File: config.mk
export PLATFORM = sky130hd
export DESIGN_NAME = sync_fifo_param_flat
export DESIGN_NICKNAME = d
export VERILOG_FILES = /design/src/rtl/sync_fifo_param_if.sv /design/src/rtl/sync_fifo_param.sv /design/src/flat_wrapper.sv
export SDC_FILE = /design/constraint.sdc
export NUM_CORES = 1
export LEC_CHECK = 0
export BUFFER_PORTS_ARGS = -buffer_cell sky130_fd_sc_hd__buf_2
export CORE_UTILIZATION = 40
export CTS_CLUSTER_SIZE = 16
export DETAILED_ROUTE_END_ITERATION = 8
export SLEW_MARGIN = 20
export SYNTH_ARGS = -nofsm -noshare
export SYNTH_HDL_FRONTEND = slang
export SYNTH_SLANG_ARGS = --single-unit
File: constraint.sdc
create_clock -name clk -period 5 [get_ports clk]
set_input_delay 0 -clock clk [delete_from_list [all_inputs] [get_ports clk]]
set_output_delay 0 -clock clk [all_outputs]
set_load 0.01 [all_outputs]
File: src/rtl/sync_fifo_param_if.sv
// Producer/consumer side of the single-clock FIFO: write/read requests, read data and status flags.
interface sync_fifo_param_if #(
  parameter int WIDTH = 16,
  parameter int DEPTH = 8
);
  localparam int CNT_W = $clog2(DEPTH + 1);

  logic             flush;
  logic             wr_en;
  logic [WIDTH-1:0] data_in;
  logic             rd_en;
  logic [WIDTH-1:0] data_out;
  logic             wr_ack;
  logic             overflow;
  logic             underflow;
  logic             full;
  logic             empty;
  logic             almostfull;
  logic             almostempty;
  logic [CNT_W-1:0] count;

  modport master (
    output flush, wr_en, data_in, rd_en,
    input  data_out, wr_ack, overflow, underflow, full, empty, almostfull, almostempty, count
  );

  modport slave (
    input  flush, wr_en, data_in, rd_en,
    output data_out, wr_ack, overflow, underflow, full, empty, almostfull, almostempty, count
  );
endinterface

File: src/rtl/sync_fifo_param.sv
// Parametrised single-clock FIFO, any depth >= 2; read data 1 cycle after rd_en (or show-ahead).
// Backpressure via full/empty: writes when full and reads when empty are dropped and flagged.
module sync_fifo_param #(
  parameter int FIFO_WIDTH = 16,
  parameter int FIFO_DEPTH = 8,
  parameter int AF_MARGIN  = 1,
  parameter int AE_MARGIN  = 1,
  parameter int SHOW_AHEAD = 0
) (
  input logic             clk,
  input logic             rst_n,
  sync_fifo_param_if.slave bus
);
  localparam int PTR_W = $clog2(FIFO_DEPTH);
  localparam int CNT_W = $clog2(FIFO_DEPTH + 1);
  localparam logic [PTR_W-1:0] LAST_PTR = PTR_W'(FIFO_DEPTH - 1);
  localparam logic [CNT_W-1:0] FULL_CNT = CNT_W'(FIFO_DEPTH);
  localparam logic [CNT_W-1:0] AF_LO    = CNT_W'(FIFO_DEPTH - AF_MARGIN);
  localparam logic [CNT_W-1:0] AE_HI    = CNT_W'(AE_MARGIN);

  generate
    if (FIFO_DEPTH < 2 || AF_MARGIN < 1 || AF_MARGIN > FIFO_DEPTH - 1 ||
        AE_MARGIN < 1 || AE_MARGIN > FIFO_DEPTH - 1) begin : g_bad_param
      $error("sync_fifo_param: illegal FIFO_DEPTH or margin parameter");
    end
  endgenerate

  logic [FIFO_WIDTH-1:0] r_mem [FIFO_DEPTH];
  logic [PTR_W-1:0]      r_wr_ptr;
  logic [PTR_W-1:0]      r_rd_ptr;
  logic [CNT_W-1:0]      r_count;
  logic                  r_wr_ack;
  logic                  r_overflow;
  logic                  r_underflow;

  logic w_full;
  logic w_empty;
  logic w_wr_acc;
  logic w_rd_acc;

  assign w_full   = (r_count == FULL_CNT);
  assign w_empty  = (r_count == '0);
  assign w_wr_acc = bus.wr_en && !w_full;
  assign w_rd_acc = bus.rd_en && !w_empty;

  // Explicit wrap so non-power-of-2 depths never index past the last entry.
  function automatic logic [PTR_W-1:0] f_next(input logic [PTR_W-1:0] p);
    return (p == LAST_PTR) ? '0 : p + PTR_W'(1);
  endfunction

  always_ff @(posedge clk or negedge rst_n) begin
    if (!rst_n) begin
      r_wr_ptr    <= '0;
      r_rd_ptr    <= '0;
      r_count     <= '0;
      r_wr_ack    <= 1'b0;
      r_overflow  <= 1'b0;
      r_underflow <= 1'b0;
    end else if (bus.flush) begin
      r_wr_ptr    <= '0;
      r_rd_ptr    <= '0;
      r_count     <= '0;
      r_wr_ack    <= 1'b0;
      r_overflow  <= 1'b0;
      r_underflow <= 1'b0;
    end else begin
      r_wr_ack    <= w_wr_acc;
      r_overflow  <= bus.wr_en && w_full;
      r_underflow <= bus.rd_en && w_empty;
      if (w_wr_acc) r_wr_ptr <= f_next(r_wr_ptr);
      if (w_rd_acc) r_rd_ptr <= f_next(r_rd_ptr);
      if (w_wr_acc && !w_rd_acc)      r_count <= r_count + CNT_W'(1);
      else if (!w_wr_acc && w_rd_acc) r_count <= r_count - CNT_W'(1);
    end
  end

  // Storage is deliberately not reset.
  always_ff @(posedge clk) begin
    if (rst_n && w_wr_acc && !bus.flush) r_mem[r_wr_ptr] <= bus.data_in;
  end

  generate
    if (SHOW_AHEAD == 0) begin : g_reg_out
      logic [FIFO_WIDTH-1:0] r_dout;
      always_ff @(posedge clk or negedge rst_n) begin
        if (!rst_n)                       r_dout <= '0;
        else if (w_rd_acc && !bus.flush)  r_dout <= r_mem[r_rd_ptr];
      end
      assign bus.data_out = r_dout;
    end else begin : g_show_ahead
      assign bus.data_out = r_mem[r_rd_ptr];
    end
  endgenerate

  assign bus.wr_ack      = r_wr_ack;
  assign bus.overflow    = r_overflow;
  assign bus.underflow   = r_underflow;
  assign bus.full        = w_full;
  assign bus.empty       = w_empty;
  assign bus.almostfull  = (r_count >= AF_LO) && !w_full;
  assign bus.almostempty = !w_empty && (r_count <= AE_HI);
  assign bus.count       = r_count;
endmodule

File: src/flat_wrapper.sv
// flat-port wrapper written by rule: the top's interface ports become plain ports
module sync_fifo_param_flat 
#(
  parameter int FIFO_WIDTH = 16,
  parameter int FIFO_DEPTH = 8,
  parameter int AF_MARGIN  = 1,
  parameter int AE_MARGIN  = 1,
  parameter int SHOW_AHEAD = 0
)
  (clk, rst_n, bus_flush, bus_wr_en, bus_data_in, bus_rd_en, bus_data_out, bus_wr_ack, bus_overflow, bus_underflow, bus_full, bus_empty, bus_almostfull, bus_almostempty, bus_count);
  sync_fifo_param_if #(.WIDTH(16), .DEPTH(8)) bus_i ();
  input logic clk;
  input logic rst_n;
  input wire logic [$bits(bus_i.flush)-1:0] bus_flush;
  input wire logic [$bits(bus_i.wr_en)-1:0] bus_wr_en;
  input wire logic [$bits(bus_i.data_in)-1:0] bus_data_in;
  input wire logic [$bits(bus_i.rd_en)-1:0] bus_rd_en;
  output wire logic [$bits(bus_i.data_out)-1:0] bus_data_out;
  output wire logic [$bits(bus_i.wr_ack)-1:0] bus_wr_ack;
  output wire logic [$bits(bus_i.overflow)-1:0] bus_overflow;
  output wire logic [$bits(bus_i.underflow)-1:0] bus_underflow;
  output wire logic [$bits(bus_i.full)-1:0] bus_full;
  output wire logic [$bits(bus_i.empty)-1:0] bus_empty;
  output wire logic [$bits(bus_i.almostfull)-1:0] bus_almostfull;
  output wire logic [$bits(bus_i.almostempty)-1:0] bus_almostempty;
  output wire logic [$bits(bus_i.count)-1:0] bus_count;
  assign bus_i.flush = bus_flush;
  assign bus_i.wr_en = bus_wr_en;
  assign bus_i.data_in = bus_data_in;
  assign bus_i.rd_en = bus_rd_en;
  assign bus_data_out = bus_i.data_out;
  assign bus_wr_ack = bus_i.wr_ack;
  assign bus_overflow = bus_i.overflow;
  assign bus_underflow = bus_i.underflow;
  assign bus_full = bus_i.full;
  assign bus_empty = bus_i.empty;
  assign bus_almostfull = bus_i.almostfull;
  assign bus_almostempty = bus_i.almostempty;
  assign bus_count = bus_i.count;
  sync_fifo_param #(.FIFO_WIDTH(FIFO_WIDTH), .FIFO_DEPTH(FIFO_DEPTH), .AF_MARGIN(AF_MARGIN), .AE_MARGIN(AE_MARGIN), .SHOW_AHEAD(SHOW_AHEAD)) u_core (.clk(clk), .rst_n(rst_n), .bus(bus_i));
endmodule
# Word level (Yosys, flattened, before mapping)
# Memories as Yosys holds them, arrays and structs flattened. A register that Yosys moved wholly into a read port is not among the register bits.
# Cells that the tools add are included.
[totals]
register_bits = 13
in_bits = 21
memories = 1
ram_bits = 128
[classes]
n_eq_ne = 3
magnitude_cmp = 2
n_mux = 14
n_reduce_logical = 21
n_addsub = 4
[memory_table]
columns = ["memory", "depth", "width", "rd", "rd_clocked_by_memory_dff", "write_ports", "line_no", "source"]
rows = [
  ["u_core.r_mem", 8, 16, 1, 1, 1, "sync_fifo_param.sv:28", "logic [FIFO_WIDTH-1:0] r_mem [FIFO_DEPTH];"],
]
[ops]
columns = ["operator", "n"]
rows = [
  ["$mux W3", 6],
  ["$mux W4", 3],
  ["$logic_and A1 B1 Y1", 11],
  ["$add A3 B1 Y3 const B", 2],
  ["$eq A3 B3 Y1 const B", 2],
  ["$logic_not A1 Y1", 6],
  ["$mux W1", 5],
  ["$add A4 B1 Y4 const B", 1],
  ["$eq A4 B4 Y1 const B", 1],
  ["$ge A4 B3 Y1 const B", 1],
  ["$le A4 B1 Y1 const B", 1],
  ["$logic_not A4 Y1", 1],
  ["$reduce_bool A2 Y1", 2],
  ["$sub A4 B1 Y4 const B", 1],
  ["$reduce_bool A3 Y1", 1],
]

# Longest topological paths before layout
[logic_depth]
ltp_word = 8
depth_mapped = 9
depth_no_buf = 6

# Worst setup path before layout
# OpenSTA, ideal clock, no wires.
[synth_path]
path_kind = "flip-flop to flip-flop"
start = "reg u_core.r_count[0] (netlist: u_core.bus.count[0])"
end = "mem u_core.r_mem[0][0] (enable)"
arrival_ns = 2.504
slack_ns = 2.087
setup_ns = 0.409
synth_period_minus_slack_ns = 2.913
path_stages_with_launch = 8
path_cell_list = "dfrtp_1 inv_1 ha_1 buf_4 nand3b_1 and4b_1 nand2b_1 nor3_1"
[synth_via]
elab_chain_len = 7
[synth_lines]
columns = ["element", "line_no", "source"]
rows = [
  ["from (decl)", "sync_fifo_param.sv:31", "logic [CNT_W-1:0] r_count;"],
  ["from (signal assigned)", "sync_fifo_param.sv:72", "if (w_wr_acc && !w_rd_acc) r_count <= r_count + CNT_W'(1);"],
  ["from (signal assigned)", "sync_fifo_param.sv:73", "else if (!w_wr_acc && w_rd_acc) r_count <= r_count - CNT_W'(1);"],
  ["$eq A4 B4 Y1", "sync_fifo_param.sv:41", "assign w_full = (r_count == FULL_CNT);"],
  ["$logic_not A1 Y1", "sync_fifo_param.sv:43", "assign w_wr_acc = bus.wr_en && !w_full;"],
  ["$logic_and A1 B1 Y1", "sync_fifo_param.sv:43", ""],
  ["$logic_and A1 B1 Y1 (2 in a row)", "sync_fifo_param.sv:79", "if (rst_n && w_wr_acc && !bus.flush) r_mem[r_wr_ptr] <= bus.data_in;"],
  ["$mux W1", "sync_fifo_param.sv:79", ""],
  ["$mux W1 (implied by the code)", "sync_fifo_param.sv:79", ""],
  ["to (decl)", "sync_fifo_param.sv:28", ""],
]
# No other way between the ends.

# Worst setup path in the final report
[layout_path]
start = "reg u_core.r_count[0] (netlist: u_core.bus.count[0])"
end = "mem u_core.r_mem[7][15] (enable)"
# Same word-level chain as after synthesis.

==> results.ini <==
[clocking]
cts_buffers=17
clock_path_buffers=2
cts_tree=done
clk_latency_ns=0.42
cts.sinks=157
root_buffer=clkbuf_16
holdBufCountCts=21
cts.clk_slew.worst_paths_ns=0.06
post_cts_buffers=0
cts_resized=0
htreeDepth=4

[final_layout]
fin_nets=517
finish.utilization_pct=49.7
synthToLayoutAreaGrowth_pct=20.3
design_area_mm2=0.00761
fin_cells=713
n_antenna_cell=0
final_common_cell=edfxtp_1
layout_common_cells=edfxtp_1 (128), mux2i_1 (66), buf_2 (47)
drive_gt1_share_pct=19.7

[die]
fp.dieH_um=128
die_area_mm2=0.0163
coreArea_mm2=0.0153
num_io_pins=48
initial_utilization_pct=41.3
fp.dieW_um=128
rows=45

[place]
place_congestion=0.752
dp_hpwl_um=7900
placed_cell_area_mm2=0.00681
placed_cells=659
numPortBuffers=47

[route]
dr_total_vias=3679
drtPass1Iterations=4
drt-initial-drc-count=289
drtAntennaViolNets=0
via_per_inst=5.16
drc=0
wl_per_cell_um=18.9
drt-total-wl_um=13500

[global_routing]
grt_pass1_vias=3729
antenna_found_initial=0
grt_pass1_wl_um=21200
grt_max_degree=68
grt_use_total_pct=17.9
grt_overflow=0

[power]
power.share.combinational_pct=20.1
p_switching_mw=1.03
switching_share_pct=28.6
clkPwrFrac_pct=34.3
p_leak_nw=2.76
p_int_mw=2.57
ir_drop_uv=248
power_density_mw_per_mm2=473
p_seq_share_pct=45.6

[setup_path]
cp_max_fo=10
endpoint_kind=register
path_class=register to register
crit_arrival_ns=2.86
required_ns=5.12
critPathLaunchType=register

[timing]
clock_skew_ns=0.00893
finalHoldViolations=0
setup_tns_ns=0
setup_viol=0
period_share_pct=54.9
rsz0062_at_grt=no
slew_headroom_pct=32.2
drv_slew=0
min_period_ns=2.74
fmax_mhz=364
worstMarginPinSlew_ns=1.01

[synthesis]
yosysSeqAreaShare_pct=72.2
synth.net_count=443
ys_ff_latch=157
yosys_warnings=0
ys_top_cells_by_area=edfxtp_1 (61%), dfrtp_1 (11%), mux2i_1 (10%)
yosys.area.top_type=edfxtp_1
ys_types=39
netlist_instances=415
synth_area_mm2=0.00633
avgSynthCellArea_um2=15.2
yosysTopAreaCellShare_pct=60.7

[outcome]
status=finished, final reports clean

[flow_run]
cap_violations=0

[hold_path]
min_path_type=primary input to asynchronous set/reset pin

[state kept, by name, indices dropped and copies added (netlist names)]
signal,count
u_core.r_mem,128
u_core.bus.data_out,16
u_core.bus.count,4
u_core.r_rd_ptr,3
u_core.r_wr_ptr,3
u_core.bus.overflow,1
u_core.bus.underflow,1
u_core.bus.wr_ack,1
[final timing paths]
check	from	end	slack (ns)	cells after the start
worst max-delay path	u_core.bus.count[0]$_DFFE_PN0P_	u_core.r_mem[7][15]$_DFFE_PP_	2.26	7
worst min-delay path	rst_n	u_core.bus.count[3]$_DFFE_PN0P_	0.21	2
worst max register to register	u_core.bus.count[0]$_DFFE_PN0P_	u_core.r_mem[7][15]$_DFFE_PP_	2.26	7
worst min register to register	u_core.bus.data_out[11]$_DFFE_PN0P_	u_core.bus.data_out[11]$_DFFE_PN0P_	0.47	2
max in group asynchronous	rst_n	u_core.r_rd_ptr[0]$_DFFE_PN0P_	4.23	2
min in group clk	bus_data_in[7]	u_core.r_mem[2][7]$_DFFE_PP_	0.39	2
[cell usage after synthesis]
library cell,instances
buf_2,10
mux2i_1,66
dfrtp_1,29
nand3b_1,1
inv_1,6
nor3_2,1
a2111o_1,1
nand3_1,18
a21oi_1,7
nand4b_1,1
clkbuf_1,12
or2_2,1
edfxtp_1,128
o21ai_0,5
ha_1,7
nand2b_1,5
and3_1,1
nor2b_1,4
nor3_1,2
nand4_1,1
nor3b_1,2
a211oi_2,1
or3_1,4
and2_1,1
a2bb2oi_1,1
nor4b_1,1
o21ai_1,1
or3b_2,1
nor2_1,13
nor3b_2,1
xnor2_1,1
and4b_1,1
mux2_2,1
buf_4,1
o41ai_1,1
clkbuf_2,1
o211ai_1,1
nand2_1,43
a22oi_1,33
[stage by stage]
step                      setup WS (ns)  total power, mW  hold WS [ns]
after global routing               2.03             3.75         0.282
after detailed placement           2.25             2.38         0.137
after floorplan                    2.09             2.14        -0.296
after CTS                          2.23             3.62         0.235
final                              2.26             3.60         0.205
after global placement             2.39             2.37         0.126
[power groups by stage]
stage               registers [mW]  clock network (mW)  logic [mW]
floorplan                     1.63                   0       0.514
global placement              1.71                   0       0.660
detailed placement            1.72                   0       0.663
CTS                           1.69                1.25       0.677
global route                  1.66                1.31       0.787
finish                        1.64                1.23       0.722
[kinds of logic (layout without fill, tap and decap cells)]
family                     count (synthesis)  in the layout  share of synthesized area (%)
AOI/OAI and AO/OA                         51             51                           5.71
xor gates and xnor gates                   1              1                          0.138
adders and majority gates                  7              7                           1.38
buffers and inverters                     30            117                           2.06
DFF                                      157            157                           72.2
muxes                                     67             67                           10.6
and+or+nand+nor                          102            102                           7.87
[critical path: stages (launching register included)]
cell	delay [ns]
dfrtp_1	0.46
inv_1	0.07
ha_1	0.29
nand3b_1	0.26
and4b_1	0.26
nand2_1	0.13
nor2_1	0.62
buf_4	0.33
[routing by layer]
layer  global-route usage, %  routed length [um]
met1                    24.3                6250
met2                    27.9                6420
met3                    4.09                 615
met4                    7.47                 190
met5                       0                   0
[final cells by class]
cell class,count,area [um^2]
Timing Repair Buffer,79,541
Sequential cell,157,4570
Clock inverter,11,106
Multi-Input combinational cell,228,1640
Fill cell,1331,7700
Tap cell,211,264
Clock buffer,21,460
Inverter,6,22.5
Note: power is estimated with default switching activity, not from simulation.
